--- config.mk ---
export PLATFORM = sky130hd
export DESIGN_NAME = div_seq
export DESIGN_NICKNAME = d
export VERILOG_FILES = /design/src/rtl/div_pkg.sv /design/src/rtl/div_seq_step.sv /design/src/rtl/div_seq.sv
export SDC_FILE = /design/constraint.sdc
export NUM_CORES = 1
export LEC_CHECK = 0
export BUFFER_PORTS_ARGS = -buffer_cell sky130_fd_sc_hd__buf_2
export CAP_MARGIN = 20
export CORE_MARGIN = 5
export CORE_UTILIZATION = 30
export DETAILED_ROUTE_END_ITERATION = 6
export GPL_ROUTABILITY_DRIVEN = 0
export PLACE_DENSITY_LB_ADDON = 0.12
export SLEW_MARGIN = 20
export SYNTH_ARGS = -nofsm -noshare
export SYNTH_HDL_FRONTEND = slang
export SYNTH_SLANG_ARGS = --single-unit
--- constraint.sdc ---
create_clock -name clk -period 3.4 [get_ports clk]
set_input_delay 0.68 -clock clk [delete_from_list [all_inputs] [get_ports clk]]
set_output_delay 0.68 -clock clk [all_outputs]
set_load 0.01 [all_outputs]
--- src/rtl/div_pkg.sv ---
// Shared types, default sizes and sign helpers for the iterative divider.
package div_pkg;

    localparam int DIV_WIDTH = 32;
    localparam int DIV_CNT_W = 6;

    typedef enum logic [1:0] {
        IDLE = 2'd0,
        RUN  = 2'd1,
        FIX  = 2'd2,
        DONE = 2'd3
    } div_state_e;

    function automatic logic [DIV_WIDTH-1:0] div_neg(input logic [DIV_WIDTH-1:0] x);
        return ~x + 1'b1;
    endfunction

    // Unsigned magnitude: the most negative value maps onto itself, which is correct unsigned.
    function automatic logic [DIV_WIDTH-1:0] div_abs(input logic [DIV_WIDTH-1:0] x);
        return x[DIV_WIDTH-1] ? div_neg(x) : x;
    endfunction

endpackage

--- src/rtl/div_seq_step.sv ---
// One restoring shift-subtract iteration, purely combinational.
module div_step #(
    parameter int WIDTH = 32
) (
    input  logic [WIDTH:0]   a_i,
    input  logic [WIDTH-1:0] q_i,
    input  logic [WIDTH-1:0] m_i,
    output logic [WIDTH:0]   a_o,
    output logic [WIDTH-1:0] q_o
);

    logic [2*WIDTH:0] shifted;
    logic [WIDTH:0]   trial;

    always_comb begin
        shifted = {a_i, q_i} << 1;
        trial   = shifted[2*WIDTH:WIDTH] - {1'b0, m_i};
        if (trial[WIDTH]) begin
            a_o = shifted[2*WIDTH:WIDTH];
            q_o = shifted[WIDTH-1:0];
        end else begin
            a_o = trial;
            q_o = shifted[WIDTH-1:0] | {{(WIDTH-1){1'b0}}, 1'b1};
        end
    end

endmodule

--- src/rtl/div_seq.sv ---
// Iterative signed divider sequencer: latch, WIDTH restoring steps, sign fix, RDY pulse.
// Optional signed remainder output enabled by DIV_REMAINDER_EN.
module div_seq
    import div_pkg::*;
#(
    parameter int WIDTH = DIV_WIDTH,
    parameter int CNT_W = DIV_CNT_W
) (
    input  logic             clk,
    input  logic             reset_n,
    input  logic             ctrl_DIV,
    input  logic [WIDTH-1:0] data_operandA,
    input  logic [WIDTH-1:0] data_operandB,
    output logic [WIDTH-1:0] data_result,
    output logic             data_exception,
    output logic             data_resultRDY,
    output logic             busy
`ifdef DIV_REMAINDER_EN
    ,
    output logic [WIDTH-1:0] data_remainder
`endif
);

    localparam logic [CNT_W-1:0] LAST_STEP = CNT_W'(WIDTH - 1);

    div_state_e       state_q, state_d;
    logic             sign_a_q, sign_a_d;
    logic             sign_b_q, sign_b_d;
    logic [WIDTH-1:0] q_q, q_d;
    logic [WIDTH-1:0] m_q, m_d;
    logic [WIDTH:0]   a_q, a_d;
    logic [CNT_W-1:0] cnt_q, cnt_d;
    logic [WIDTH-1:0] result_q, result_d;
    logic             exc_q, exc_d;
    logic [WIDTH:0]   step_a;
    logic [WIDTH-1:0] step_q;
`ifdef DIV_REMAINDER_EN
    logic [WIDTH-1:0] rem_q, rem_d;
`endif

    div_step #(.WIDTH(WIDTH)) u_step (
        .a_i (a_q),
        .q_i (q_q),
        .m_i (m_q),
        .a_o (step_a),
        .q_o (step_q)
    );

    always_comb begin
        state_d  = state_q;
        sign_a_d = sign_a_q;
        sign_b_d = sign_b_q;
        q_d      = q_q;
        m_d      = m_q;
        a_d      = a_q;
        cnt_d    = cnt_q;
        result_d = result_q;
        exc_d    = exc_q;
`ifdef DIV_REMAINDER_EN
        rem_d    = rem_q;
`endif
        // A start pulse wins in every state, so a restart silently discards the running operation.
        if (ctrl_DIV) begin
            sign_a_d = data_operandA[WIDTH-1];
            sign_b_d = data_operandB[WIDTH-1];
            q_d      = div_abs(data_operandA);
            m_d      = div_abs(data_operandB);
            a_d      = '0;
            cnt_d    = '0;
            if (data_operandB == '0) begin
                state_d  = DONE;
                result_d = '0;
                exc_d    = 1'b1;
`ifdef DIV_REMAINDER_EN
                rem_d    = '0;
`endif
            end else begin
                state_d = RUN;
            end
        end else begin
            case (state_q)
                RUN: begin
                    a_d   = step_a;
                    q_d   = step_q;
                    cnt_d = cnt_q + 1'b1;
                    if (cnt_q == LAST_STEP) state_d = FIX;
                end
                FIX: begin
                    result_d = (sign_a_q ^ sign_b_q) ? div_neg(q_q) : q_q;
                    exc_d    = 1'b0;
`ifdef DIV_REMAINDER_EN
                    rem_d    = sign_a_q ? div_neg(a_q[WIDTH-1:0]) : a_q[WIDTH-1:0];
`endif
                    state_d  = DONE;
                end
                DONE:    state_d = IDLE;
                IDLE:    state_d = IDLE;
                default: state_d = IDLE;
            endcase
        end
    end

    always_ff @(posedge clk) begin
        if (!reset_n) begin
            state_q  <= IDLE;
            sign_a_q <= 1'b0;
            sign_b_q <= 1'b0;
            q_q      <= '0;
            m_q      <= '0;
            a_q      <= '0;
            cnt_q    <= '0;
            result_q <= '0;
            exc_q    <= 1'b0;
`ifdef DIV_REMAINDER_EN
            rem_q    <= '0;
`endif
        end else begin
            state_q  <= state_d;
            sign_a_q <= sign_a_d;
            sign_b_q <= sign_b_d;
            q_q      <= q_d;
            m_q      <= m_d;
            a_q      <= a_d;
            cnt_q    <= cnt_d;
            result_q <= result_d;
            exc_q    <= exc_d;
`ifdef DIV_REMAINDER_EN
            rem_q    <= rem_d;
`endif
        end
    end

    assign data_result    = result_q;
    assign data_exception = exc_q;
    assign data_resultRDY = (state_q == DONE);
    assign busy           = (state_q != IDLE);
`ifdef DIV_REMAINDER_EN
    assign data_remainder = rem_q;
`endif

endmodule

==> metrics.log, run 1 <==
INFO  metric cts_buffers = 17
INFO  metric detail-route-antenna-nets = 0
INFO  metric power_density = 470 nW/um^2
INFO  metric share_of_the_clock_period_used_by_the_worst_path_after_layout = 0.911
INFO  metric hold_path_class = register to register
INFO  metric antennaDiodeCount = 0
INFO  metric global_route.overflow_total = 0
INFO  metric ctsLongestPathBuffers = 2
INFO  metric critPathRequiredTime = 3.71 ns
INFO  metric final-instance-count-excl-fill = 1598
INFO  metric buffer_ports.inserted = 101
INFO  metric outcome = finished clean
INFO  metric num_vias = 8049
INFO  metric timing.hold.ws = 0.481 ns
INFO  metric initial_antenna_violation_count = 0
INFO  metric drc = 0
INFO  metric dr.pass1.iters = 5
INFO  metric avgSynthCellArea = 8.44 um^2
INFO  metric drt_iter0_markers = 388
INFO  metric area_growth = 17.5%
INFO  metric synthCells = 1100
INFO  metric totalPowerFinal = 5.12 mW
INFO  metric grt_first_pass_wirelength = 41700 um
INFO  metric netlist_area = 9280 um^2
INFO  metric fp-row-count = 64
INFO  metric grt_max_degree = 87
INFO  metric clk_root_buffer_cell = sky130_fd_sc_hd__clkbuf_16
INFO  metric power.static_leakage = 4.67 nW
INFO  metric syn_nets = 1208
INFO  metric synth_enable_flop_cells = 0
INFO  metric crit_path_end_kind = register
INFO  metric timing.final.max_slew_violations = 0
INFO  metric clk_pin_slew_worst_paths = 0.06 ns
INFO  metric crit_arrival = 3.41 ns
INFO  metric max_fanout_on_critical_path = 32
INFO  metric maxCapViolations = 0
INFO  metric synth-main-ff-cell = sky130_fd_sc_hd__dfxtp_1
INFO  metric report.final.hold_viol_count = 0
INFO  metric clock_insertion_delay_worst_skew = 0.43 ns
INFO  metric synth.lib_cells_used.distinct = 68
INFO  metric cts_tree = built
INFO  metric die_h = 186 um
INFO  metric num-nets-final = 1297
INFO  metric fin_setup_tns = 0 ns
INFO  metric die_w = 186 um
INFO  metric cts_num_sinks = 139
INFO  metric fin_crit = 3.10 ns
INFO  metric fin_skew = 0.0155 ns
INFO  metric ir_drop = 0.309 mV
INFO  metric grt_use_total = 0.150
INFO  metric startpoint_type = primary input
INFO  metric number_of_vias_per_cell_after_detailed_routing = 5.04
INFO  metric drive_gt1_frac = 0.163
INFO  metric post-dp-hpwl = 18900 um
INFO  metric htree_num_levels = 4
INFO  metric max_clock_freq = 0.323 GHz
INFO  metric yosysSeqAreaShare = 0.300
INFO  metric initial_utilization = 0.304
INFO  metric worstMarginPinSlew = 0.929 ns
INFO  metric postSynth.asyncResetShare = 0
INFO  metric finish.utilization = 0.357
INFO  metric relSlewSlack = 0.379
INFO  metric setup-violations-final = 0
INFO  metric post_drt_wl_per_cell = 16.1 um
INFO  metric dp.cells = 1566
INFO  metric yosys_warnings = 0
INFO  metric timing_worst_setup_path_type = primary input to register
INFO  metric grt_pass1_vias = 7981
INFO  metric routed_wl = 25800 um
INFO  metric total_die_area = 34600 um^2
INFO  metric placeableCoreArea = 30600 um^2
INFO  metric io-pin-count = 102
INFO  metric ys_ff_latch = 139
INFO  metric grt_setup_unrepaired = no
==> per-stage QoR <==
| step | setup WS, ns | instance area [um^2] |
|---|---|---|
| 2_1_floorplan | 0.119 | 9280 |
| 3_3_place_gp | -0.124 | 10300 |
| 3_5_place_dp | -0.146 | 10300 |
| 4_1_cts | 0.236 | 10900 |
| 5_1_grt | 0.0662 | 10900 |
| 6_report | 0.303 | 10900 |
==> cells in the final DEF, fill, tap and decap left out, types with 4 or more instances in the layout <==
cell type                   synthesis  final
sky130_fd_sc_hd__dfxtp_1          139    139
sky130_fd_sc_hd__nand2_1          109    109
sky130_fd_sc_hd__buf_2              4    101
sky130_fd_sc_hd__o21ai_0           71     71
sky130_fd_sc_hd__a21oi_1           68     67
sky130_fd_sc_hd__mux2i_1           62     62
sky130_fd_sc_hd__xor2_1            62     62
sky130_fd_sc_hd__xnor2_1           61     61
sky130_fd_sc_hd__inv_1             45     45
sky130_fd_sc_hd__nor2b_1           43     42
sky130_fd_sc_hd__o211a_1           40     40
sky130_fd_sc_hd__ha_1              40     39
sky130_fd_sc_hd__nor2_1            38     38
sky130_fd_sc_hd__buf_4              1     33
sky130_fd_sc_hd__o31ai_1           27     27
sky130_fd_sc_hd__a22oi_1           22     22
sky130_fd_sc_hd__o22ai_1           17     17
sky130_fd_sc_hd__clkbuf_16          0     17
sky130_fd_sc_hd__a21o_1            15     15
sky130_fd_sc_hd__and3_1            13     13
sky130_fd_sc_hd__or3_1             12     12
sky130_fd_sc_hd__or4_1             11     11
sky130_fd_sc_hd__o41ai_1           11     11
sky130_fd_sc_hd__a22oi_2           10     10
sky130_fd_sc_hd__nor4_1             9      9
sky130_fd_sc_hd__o211ai_1           8      8
sky130_fd_sc_hd__nand3_1            8      8
sky130_fd_sc_hd__nor3_1             8      8
sky130_fd_sc_hd__a31oi_1            8      8
sky130_fd_sc_hd__nand2b_1           7      7
sky130_fd_sc_hd__and2_1             6      6
sky130_fd_sc_hd__nand4_1            6      6
sky130_fd_sc_hd__o21a_1             4      4
sky130_fd_sc_hd__a211oi_1           4      4
sky130_fd_sc_hd__nor3b_1            4      4
sky130_fd_sc_hd__nand3b_1           4      4
sky130_fd_sc_hd__and4_1             4      4
sky130_fd_sc_hd__inv_6              0      4
==> worst max-delay path, stage by stage <==
cell	delay, ns
sky130_fd_sc_hd__buf_2	0.10
sky130_fd_sc_hd__or4_4	0.53
sky130_fd_sc_hd__or4_4	0.43
sky130_fd_sc_hd__or2_1	0.28
sky130_fd_sc_hd__nor2_2	0.18
sky130_fd_sc_hd__nand2_2	0.09
sky130_fd_sc_hd__or4b_4	0.52
sky130_fd_sc_hd__nor2b_4	0.27
sky130_fd_sc_hd__a22oi_1	0.24
sky130_fd_sc_hd__nor2b_1	0.06
==> cell families (layout without fill, tap and decap cells) <==
kind of cell,after synthesis,in the layout,share of synthesized area
flip-flops,139,139,0.300
multiplexers,62,62,0.0668
adder cells (fa/ha/maj),41,41,0.0561
XOR/XNOR,124,124,0.118
buffers and inverters,112,214,0.0495
AND/OR/NAND/NOR,297,297,0.167
AO/OA/AOI/OAI,325,325,0.243
==> final timing paths <==
path	start	end	slack, ns	depth (start not counted)
worst max-delay path	data_operandB[10]	data_result[15]$_SDFFE_PN0P_	0.30	10
worst min-delay path	m_q[11]$_SDFFE_PN0P_	m_q[11]$_SDFFE_PN0P_	0.48	1
worst max register to register	m_q[14]$_SDFFE_PN0P_	a_q[27]$_SDFFE_PP0P_	0.31	11
worst min register to register	m_q[11]$_SDFFE_PN0P_	m_q[11]$_SDFFE_PN0P_	0.48	1
==> layout make-up <==
type,count,area (um^2)
inverter,46,173
clock inverter,14,163
sequential,139,2780
tap,396,495
timing repair buffer,136,793
clock buffer,18,429
fill,3302,19700
multi-input combinational,849,6080
==> Yosys cell counts, types with 7 or more instances <==
master | instances | area share
sky130_fd_sc_hd__nor2_1 | 38 | 0.015
sky130_fd_sc_hd__nor2b_1 | 43 | 0.029
sky130_fd_sc_hd__o41ai_1 | 11 | 0.010
sky130_fd_sc_hd__o211ai_1 | 8 | 0.0065
sky130_fd_sc_hd__a22oi_2 | 10 | 0.013
sky130_fd_sc_hd__a21oi_1 | 68 | 0.037
sky130_fd_sc_hd__or3_1 | 12 | 0.0081
sky130_fd_sc_hd__o31ai_1 | 27 | 0.022
sky130_fd_sc_hd__mux2i_1 | 62 | 0.067
sky130_fd_sc_hd__o21ai_0 | 71 | 0.038
sky130_fd_sc_hd__xnor2_1 | 61 | 0.058
sky130_fd_sc_hd__o22ai_1 | 17 | 0.011
sky130_fd_sc_hd__buf_1 | 7 | 0.0028
sky130_fd_sc_hd__o211a_1 | 40 | 0.043
sky130_fd_sc_hd__nor4_1 | 9 | 0.0061
sky130_fd_sc_hd__nor3_1 | 8 | 0.0043
sky130_fd_sc_hd__and3_1 | 13 | 0.0088
sky130_fd_sc_hd__a31oi_1 | 8 | 0.0054
sky130_fd_sc_hd__ha_1 | 40 | 0.054
sky130_fd_sc_hd__nand2b_1 | 7 | 0.0047
sky130_fd_sc_hd__a22oi_1 | 22 | 0.018
sky130_fd_sc_hd__or4_1 | 11 | 0.0089
sky130_fd_sc_hd__dfxtp_1 | 139 | 0.30
sky130_fd_sc_hd__clkbuf_1 | 50 | 0.020
sky130_fd_sc_hd__inv_1 | 45 | 0.018
sky130_fd_sc_hd__xor2_1 | 62 | 0.058
sky130_fd_sc_hd__a21o_1 | 15 | 0.012
sky130_fd_sc_hd__nand2_1 | 109 | 0.044
sky130_fd_sc_hd__nand3_1 | 8 | 0.0043
==> where the power goes <==
group,internal (mW),switching (mW)
Combinational,0.619,0.772
Clock,1.10,0.821
Sequential,1.72,0.0886
Total,3.44,1.68
==> state kept, by name, indices dropped and copies added, names as in the netlist <==
| name | flops |
|---|---|
| data_exception | 1 |
| state_q | 2 |
| cnt_q | 6 |
| a_q | 32 |
| m_q | 32 |
| data_result | 32 |
| q_q | 32 |
| sign_a_q | 1 |
| sign_b_q | 1 |
==> metal layers <==
| metal | vias up | GRT usage | share of wire | routed length [um] |
|---|---|---|---|---|
| met1 | 3782 | 0.193 | 0.48 | 12300 |
| met3 | 16 | 0.0250 | 0.021 | 547 |
| li1 | 4157 | - | - | - |
| met2 | 94 | 0.263 | 0.49 | 12700 |
| met5 | - | 0 | 0 | 0 |
| met4 | 0 | 0.0353 | 0.0087 | 223 |
==> timing repair <==
item | CTS | global route
buffers inserted | 0 | 0
resized for setup | 0 | 1
hold endpoints to repair | 0 | 0
hold buffers | 0 | 0
setup endpoints to repair | 0 | 12
No activity file was read; power rests on OpenSTA's default activity.
==> run 2: changes to the inputs <==
--- a/config.mk
+++ b/config.mk
@@ -12,6 +12,7 @@
 export DETAILED_ROUTE_END_ITERATION = 6
 export GPL_ROUTABILITY_DRIVEN = 0
 export PLACE_DENSITY_LB_ADDON = 0.12
+export REMOVE_ABC_BUFFERS = 1
 export SLEW_MARGIN = 20
 export SYNTH_ARGS = -nofsm -noshare
 export SYNTH_HDL_FRONTEND = slang
==> constraint.sdc (replaced) <==
create_clock -name clk -period 3.6 [get_ports clk]
set_input_delay 0.72 -clock clk [delete_from_list [all_inputs] [get_ports clk]]
set_output_delay 0.72 -clock clk [all_outputs]
set_load 0.01 [all_outputs]
==> run 2 against run 1 <==
Effect of this change:
- via count decreased by 0.65%
- final area shrank 1.0%
- wire length rose by 0.80%
- sequential share of layout area increased by 0.27 points
- register-to-register slack improved by 0.02 ns
- die area unchanged
- clock skew is 0.0012 ns lower
- clock-buffer cell count did not move
- combinational power shrank 6%
- power decreased by 7.7%
- non-clock buffer count fell by 8
- final cell count decreased by 0.50%
- largest power group is now registers
==> metrics.log, run 2 (synthesis gave the netlist of run 1 again) <==
INFO  metric startpoint_type = register
INFO  metric maxCapViolations = 0
INFO  metric outcome = finished clean
INFO  metric antennaDiodeCount = 0
INFO  metric ctsLongestPathBuffers = 2
INFO  metric timing.final.max_slew_violations = 0
INFO  metric clk_pin_slew_worst_paths = 0.06 ns
INFO  metric cts_buffers = 17
INFO  metric power.static_leakage = 4.60 nW
INFO  metric post-cts-setup-buffer-count = 0
INFO  metric num_vias = 7997
INFO  metric max_clock_freq = 0.306 GHz
INFO  metric placeableCoreArea = 30600 um^2
INFO  metric relSlewSlack = 0.388
INFO  metric worstMarginPinSlew = 0.916 ns
INFO  metric dp.cells = 1558
INFO  metric clock_power_share = 0.360
INFO  metric area_growth = 16.3%
INFO  metric cts_hold_buf = 0
INFO  metric io-pin-count = 102
INFO  metric dr.pass1.iters = 5
INFO  metric timing.critical_path.max_delay_family = compound AO/OA/AOI/OAI gates
INFO  metric die_h = 186 um
INFO  metric detail-route-antenna-nets = 0
INFO  metric fin_skew = 0.0143 ns
INFO  metric initial_utilization = 0.304
INFO  metric power_density = 438 nW/um^2
INFO  metric max_fanout_on_critical_path = 23
INFO  metric grt_use_total = 0.152
INFO  metric htree_num_levels = 4
INFO  metric critPathRequiredTime = 3.87 ns
INFO  metric fp-row-count = 64
INFO  metric crit_arrival = 3.54 ns
INFO  metric share_of_the_clock_period_used_by_the_worst_path_after_layout = 0.908
INFO  metric critical_path.slowest_cell = sky130_fd_sc_hd__dfxtp_1
INFO  metric final_cell_mix = sky130_fd_sc_hd__dfxtp_1 (139), sky130_fd_sc_hd__nand2_1 (109), sky130_fd_sc_hd__buf_2 (101)
INFO  metric die_w = 186 um
INFO  metric grt_pass1_vias = 7911
INFO  metric layout.filler_cells = 3248
INFO  metric ir_drop = 0.347 mV
INFO  metric crit_path_cell_trace = inv_1 > ha_1 > buf_4 > a211oi_1 > o211a_1 > o31ai_1 > a32o_1 > nor3_1 > nor2_1 > buf_4 > xor2_4 > buf_12 > mux2i_1 > a21oi_1
INFO  metric crit_path_end_kind = register
INFO  metric fin_crit = 3.27 ns
INFO  metric setup-violations-final = 0
INFO  metric cts_tree = built
INFO  metric total_die_area = 34600 um^2
INFO  metric grt_setup_unrepaired = no
INFO  metric comb_power_share = 0.277
INFO  metric timing_worst_setup_path_type = register to register
INFO  metric path_buf_inv = 4
INFO  metric initial_antenna_violation_count = 0
INFO  metric buffer_ports.inserted = 101
INFO  metric drc = 0
INFO  metric clock_insertion_delay_worst_skew = 0.43 ns
INFO  metric global_route.overflow_total = 0
INFO  metric final-instance-count-excl-fill = 1590
INFO  metric grt_first_pass_wirelength = 42500 um
INFO  metric drive_gt1_frac = 0.157
INFO  metric post_drt_wl_per_cell = 16.3 um
INFO  metric switching_power = 1.61 mW
INFO  metric crit_top_cell = sky130_fd_sc_hd__buf_4
INFO  metric cts_num_sinks = 139
INFO  metric grt_max_degree = 71
INFO  metric clk_root_buffer_cell = sky130_fd_sc_hd__clkbuf_16
INFO  metric r2r_slack = 0.33 ns
INFO  metric internal_power = 3.12 mW
INFO  metric critical_path.max_stage_delay = 0.37 ns
INFO  metric final_common_cell = sky130_fd_sc_hd__dfxtp_1
INFO  metric number_of_vias_per_cell_after_detailed_routing = 5.03
INFO  metric routed_wl = 26000 um
INFO  metric post-dp-hpwl = 19300 um
INFO  metric p_sw_frac = 0.341
INFO  metric pwr-share-seq = 0.362
INFO  metric hold_path_class = register to register
INFO  metric num-nets-final = 1289
INFO  metric drt_iter0_markers = 443
INFO  metric post_cts_resized = 0
INFO  metric timing.hold.ws = 0.484 ns
INFO  metric report.final.hold_viol_count = 0
-- run 2: power groups by stage --
stage	logic (mW)	registers (mW)	clock network, mW
3_3_place_gp	1.32	1.75	0
2_1_floorplan	0.946	1.73	0
5_1_grt	1.47	1.73	1.83
6_report	1.31	1.71	1.70
3_5_place_dp	1.32	1.75	0
4_1_cts	1.33	1.71	1.74
-- run 2: cell type report --
class | instances | area [um^2] | area share
Clock buffer | 18 | 429 | 0.0397
Clock inverter | 14 | 126 | 0.0117
Inverter | 46 | 173 | 0.0160
Multi-Input combinational cell | 849 | 6070 | 0.562
Sequential cell | 139 | 2780 | 0.258
Tap cell | 396 | 495 | 0.0459
Timing Repair Buffer | 128 | 721 | 0.0667
-- run 2: final timing paths --
kind                        startpoint                   end  cells past startpoint
setup / recovery  m_q[17]$_SDFFE_PN0P_  a_q[13]$_SDFFE_PP0P_                     14
hold / removal     m_q[3]$_SDFFE_PN0P_   m_q[3]$_SDFFE_PN0P_                      1
setup reg to reg  m_q[17]$_SDFFE_PN0P_  a_q[13]$_SDFFE_PP0P_                     14
hold reg to reg    m_q[3]$_SDFFE_PN0P_   m_q[3]$_SDFFE_PN0P_                      1
-- run 2: through the flow --
| step | power, mW | util | setup slack [ns] | cell area (um^2) | setup TNS (ns) |
|---|---|---|---|---|---|
| after floorplan | 2.67 | - | -0.324 | 9000 | -9.07 |
| after global placement | 3.07 | 0.335 | 0.0440 | 10200 | 0 |
| after detailed placement | 3.07 | 0.335 | 0.0242 | 10200 | 0 |
| after CTS | 4.78 | 0.353 | 0.299 | 10800 | 0 |
| after global routing | 5.02 | 0.353 | 0.103 | 10800 | 0 |
| final | 4.73 | 0.353 | 0.330 | 10800 | 0 |
-- run 2: metal layers --
metal | wire, um | vias up | share of wire | track usage
met3 | 552 | 14 | 0.021 | 0.0209
li1 | - | 4139 | - | -
met1 | 12500 | 3751 | 0.48 | 0.205
met4 | 187 | 0 | 0.0072 | 0.0297
met2 | 12700 | 93 | 0.49 | 0.261
met5 | 0 | - | 0 | 0
==> run 3: changes to the inputs <==
--- a/config.mk
+++ b/config.mk
@@ -9,6 +9,7 @@
 export CAP_MARGIN = 20
 export CORE_MARGIN = 5
 export CORE_UTILIZATION = 30
+export CTS_CLUSTER_SIZE = 40
 export DETAILED_ROUTE_END_ITERATION = 6
 export GPL_ROUTABILITY_DRIVEN = 0
 export PLACE_DENSITY_LB_ADDON = 0.12
==> constraint.sdc (replaced) <==
create_clock -name clk -period 4.1 [get_ports clk]
set_input_delay 0.82 -clock clk [delete_from_list [all_inputs] [get_ports clk]]
set_output_delay 0.82 -clock clk [all_outputs]
set_load 0.01 [all_outputs]
==> run 3 against run 2 <==
Effect of this change:
- clock skew is 0.0033 ns higher
- flip-flop and latch count stayed put
- fmax is 4.9% lower
- hold slack worse by 0.0077 ns
- die area stayed put
- worst setup slack better by 0.33 ns
- power is 8.3% lower
- critical path type unchanged
==> metrics.log, run 3 (synthesis gave the netlist of run 1 again) <==
INFO  metric critical_path.slowest_cell = sky130_fd_sc_hd__dfxtp_1
INFO  metric r2r_cell_count = 13
INFO  metric die_h = 186 um
INFO  metric num_vias = 8002
INFO  metric io-pin-count = 102
INFO  metric ctsLongestPathBuffers = 2
INFO  metric report.final.hold_viol_count = 0
INFO  metric placeableCoreArea = 30600 um^2
INFO  metric post-dp-hpwl = 18900 um
INFO  metric grt_pass1_vias = 7815
INFO  metric crit_path_end_kind = register
INFO  metric timing.critical_path.max_delay_family = compound AO/OA/AOI/OAI gates
INFO  metric drive_gt1_frac = 0.148
INFO  metric global_route.overflow_total = 0
INFO  metric die_w = 186 um
INFO  metric number_of_vias_per_cell_after_detailed_routing = 5.08
INFO  metric timing.hold.worst_path_depth = 1
INFO  metric clk_root_buffer_cell = sky130_fd_sc_hd__clkbuf_16
INFO  metric post_drt_wl_per_cell = 16.2 um
INFO  metric fin_setup_tns = 0 ns
INFO  metric setup-violations-final = 0
INFO  metric outcome = finished clean
INFO  metric power.static_leakage = 4.59 nW
INFO  metric num-nets-final = 1275
INFO  metric layout.filler_cells = 3246
INFO  metric drc = 0
INFO  metric initial_utilization = 0.304
INFO  metric r2r_start = q_q[31]$_SDFFE_PN0P_
INFO  metric critical_path.max_stage_delay = 0.45 ns
INFO  metric post_cts_resized = 0
INFO  metric drt_iter0_markers = 479
INFO  metric total_die_area = 34600 um^2
INFO  metric timing.rr.end = a_q[18]$_SDFFE_PP0P_
INFO  metric hold_path.startpoint = m_q[5]$_SDFFE_PN0P_
INFO  metric final_cell_mix = sky130_fd_sc_hd__dfxtp_1 (139), sky130_fd_sc_hd__nand2_1 (109), sky130_fd_sc_hd__buf_2 (101)
INFO  metric clk_pin_slew_worst_paths = 0.07 ns
INFO  metric dr.pass1.iters = 5
INFO  metric maxCapViolations = 0
INFO  metric relSlewSlack = 0.386
INFO  metric share_of_the_clock_period_used_by_the_worst_path_after_layout = 0.839
INFO  metric htree_num_levels = 4
INFO  metric timing.final.max_slew_violations = 0
INFO  metric cts_buffers = 17
INFO  metric fin_skew = 0.0176 ns
INFO  metric grt_first_pass_wirelength = 42000 um
INFO  metric grt_max_degree = 63
INFO  metric critPathRequiredTime = 4.38 ns
INFO  metric worstHoldEndpoint = m_q[5]$_SDFFE_PN0P_
INFO  metric crit_path_cell_trace = inv_1 > ha_1 > fa_1 > nand2b_1 > a21oi_1 > o21bai_1 > a21boi_1 > nor3_1 > nor2_1 > xor2_4 > buf_12 > mux2i_1 > a21oi_1
INFO  metric fin_crit = 3.44 ns
INFO  metric hold_path_class = register to register
INFO  metric cts_tree = built
INFO  metric path_buf_inv = 2
INFO  metric r2r_slack = 0.66 ns
INFO  metric crit_arrival = 3.72 ns
INFO  metric power_density = 402 nW/um^2
INFO  metric area_growth = 16.1%
INFO  metric crit_top_cell = sky130_fd_sc_hd__a21oi_1
INFO  metric detail-route-antenna-nets = 0
INFO  metric ir_drop = 0.303 mV
INFO  metric fp-row-count = 64
INFO  metric max_fanout_on_critical_path = 26
INFO  metric cts_hold_buf = 0
INFO  metric final_common_cell = sky130_fd_sc_hd__dfxtp_1
INFO  metric buffer_ports.inserted = 101
INFO  metric finish.utilization = 0.352
INFO  metric max_clock_freq = 0.291 GHz
INFO  metric routed_wl = 25600 um
INFO  metric timing_worst_setup_path_type = register to register
INFO  metric startpoint_type = register
INFO  metric cts_num_sinks = 139
INFO  metric grt_use_total = 0.150
INFO  metric initial_antenna_violation_count = 1
INFO  metric post-cts-setup-buffer-count = 0
INFO  metric clock_insertion_delay_worst_skew = 0.43 ns
INFO  metric worstMarginPinSlew = 0.918 ns
INFO  metric antennaDiodeCount = 0
INFO  metric grt_setup_unrepaired = no
## run 3: cell types whose count changed in the layout (fill, tap and decap cells not counted)
cell,previous run,this run
sky130_fd_sc_hd__buf_4,26,12
sky130_fd_sc_hd__bufinv_16,0,4
sky130_fd_sc_hd__clkinvlp_4,5,1
sky130_fd_sc_hd__clkinv_4,0,2
sky130_fd_sc_hd__inv_8,4,2
sky130_fd_sc_hd__clkbuf_1,1,0
sky130_fd_sc_hd__clkinv_2,0,1
sky130_fd_sc_hd__inv_6,5,4
sky130_fd_sc_hd__xnor2_1,61,60
sky130_fd_sc_hd__xnor2_2,0,1
## run 3: cell type report
type	count	area [um^2]	share of cell area
sequential	139	2780	0.258
clock inverter	14	208	0.0193
tap	396	495	0.0460
multi-input combinational	849	6080	0.564
clock buffer	17	425	0.0395
inverter	46	173	0.0160
timing repair buffer	114	616	0.0571
## run 3: how the worst max path moves through the flow
stage / start / slack (ns) / endpoint / cells past startpoint
final: q_q[31]$_SDFFE_PN0P_ / 0.66 / a_q[18]$_SDFFE_PP0P_ / 13
after global routing: q_q[31]$_SDFFE_PN0P_ / 0.35 / a_q[6]$_SDFFE_PP0P_ / 13
after CTS: q_q[31]$_SDFFE_PN0P_ / 0.62 / a_q[18]$_SDFFE_PP0P_ / 13
after detailed placement: data_operandB[10] / 0.38 / data_result[9]$_SDFFE_PN0P_ / 10
after global placement: data_operandB[10] / 0.40 / data_result[14]$_SDFFE_PN0P_ / 10
after floorplan: q_q[31]$_SDFFE_PN0P_ / 0.18 / a_q[20]$_SDFFE_PP0P_ / 12
## run 3: worst register-to-register path: stages (launching register included)
cell and delay, ns:
sky130_fd_sc_hd__dfxtp_1 0.45, sky130_fd_sc_hd__inv_1 0.08, sky130_fd_sc_hd__ha_1 0.23, sky130_fd_sc_hd__fa_1 0.40, sky130_fd_sc_hd__nand2b_1 0.18, sky130_fd_sc_hd__a21oi_1 0.27, sky130_fd_sc_hd__o21bai_1 0.20, sky130_fd_sc_hd__a21boi_1 0.22
sky130_fd_sc_hd__nor3_1 0.10, sky130_fd_sc_hd__nor2_1 0.40, sky130_fd_sc_hd__xor2_4 0.21, sky130_fd_sc_hd__buf_12 0.24, sky130_fd_sc_hd__mux2i_1 0.24, sky130_fd_sc_hd__a21oi_1 0.08
## run 3: report_power, final
group | switching, mW | internal (mW) | total, mW
logic | 0.637 | 0.497 | 1.13
registers | 0.0758 | 1.43 | 1.50
clock network | 0.662 | 1.03 | 1.69
## run 3: metrics by stage
step / setup slack (ns) / cell area (um^2) / total power [mW] / hold WS (ns) / cells
global placement: 0.398 / 10100 / 2.68 / 0.463 / 1544
CTS: 0.624 / 10800 / 4.40 / 0.482 / 1575
floorplan: 0.176 / 9000 / 2.35 / 0.454 / 1034
finish: 0.661 / 10800 / 4.33 / 0.476 / 1575
global route: 0.355 / 10800 / 4.59 / 0.489 / 1575
detailed placement: 0.376 / 10100 / 2.68 / 0.467 / 1544
## run 3: per-layer routing
layer	up-vias	GRT usage	routed length, um	share of wire
li1	4125	-	-	-
met3	15	0.0233	751	0.029
met4	2	0.0341	225	0.0088
met5	-	0	7	0.00027
met2	126	0.256	12300	0.48
met1	3734	0.201	12300	0.48
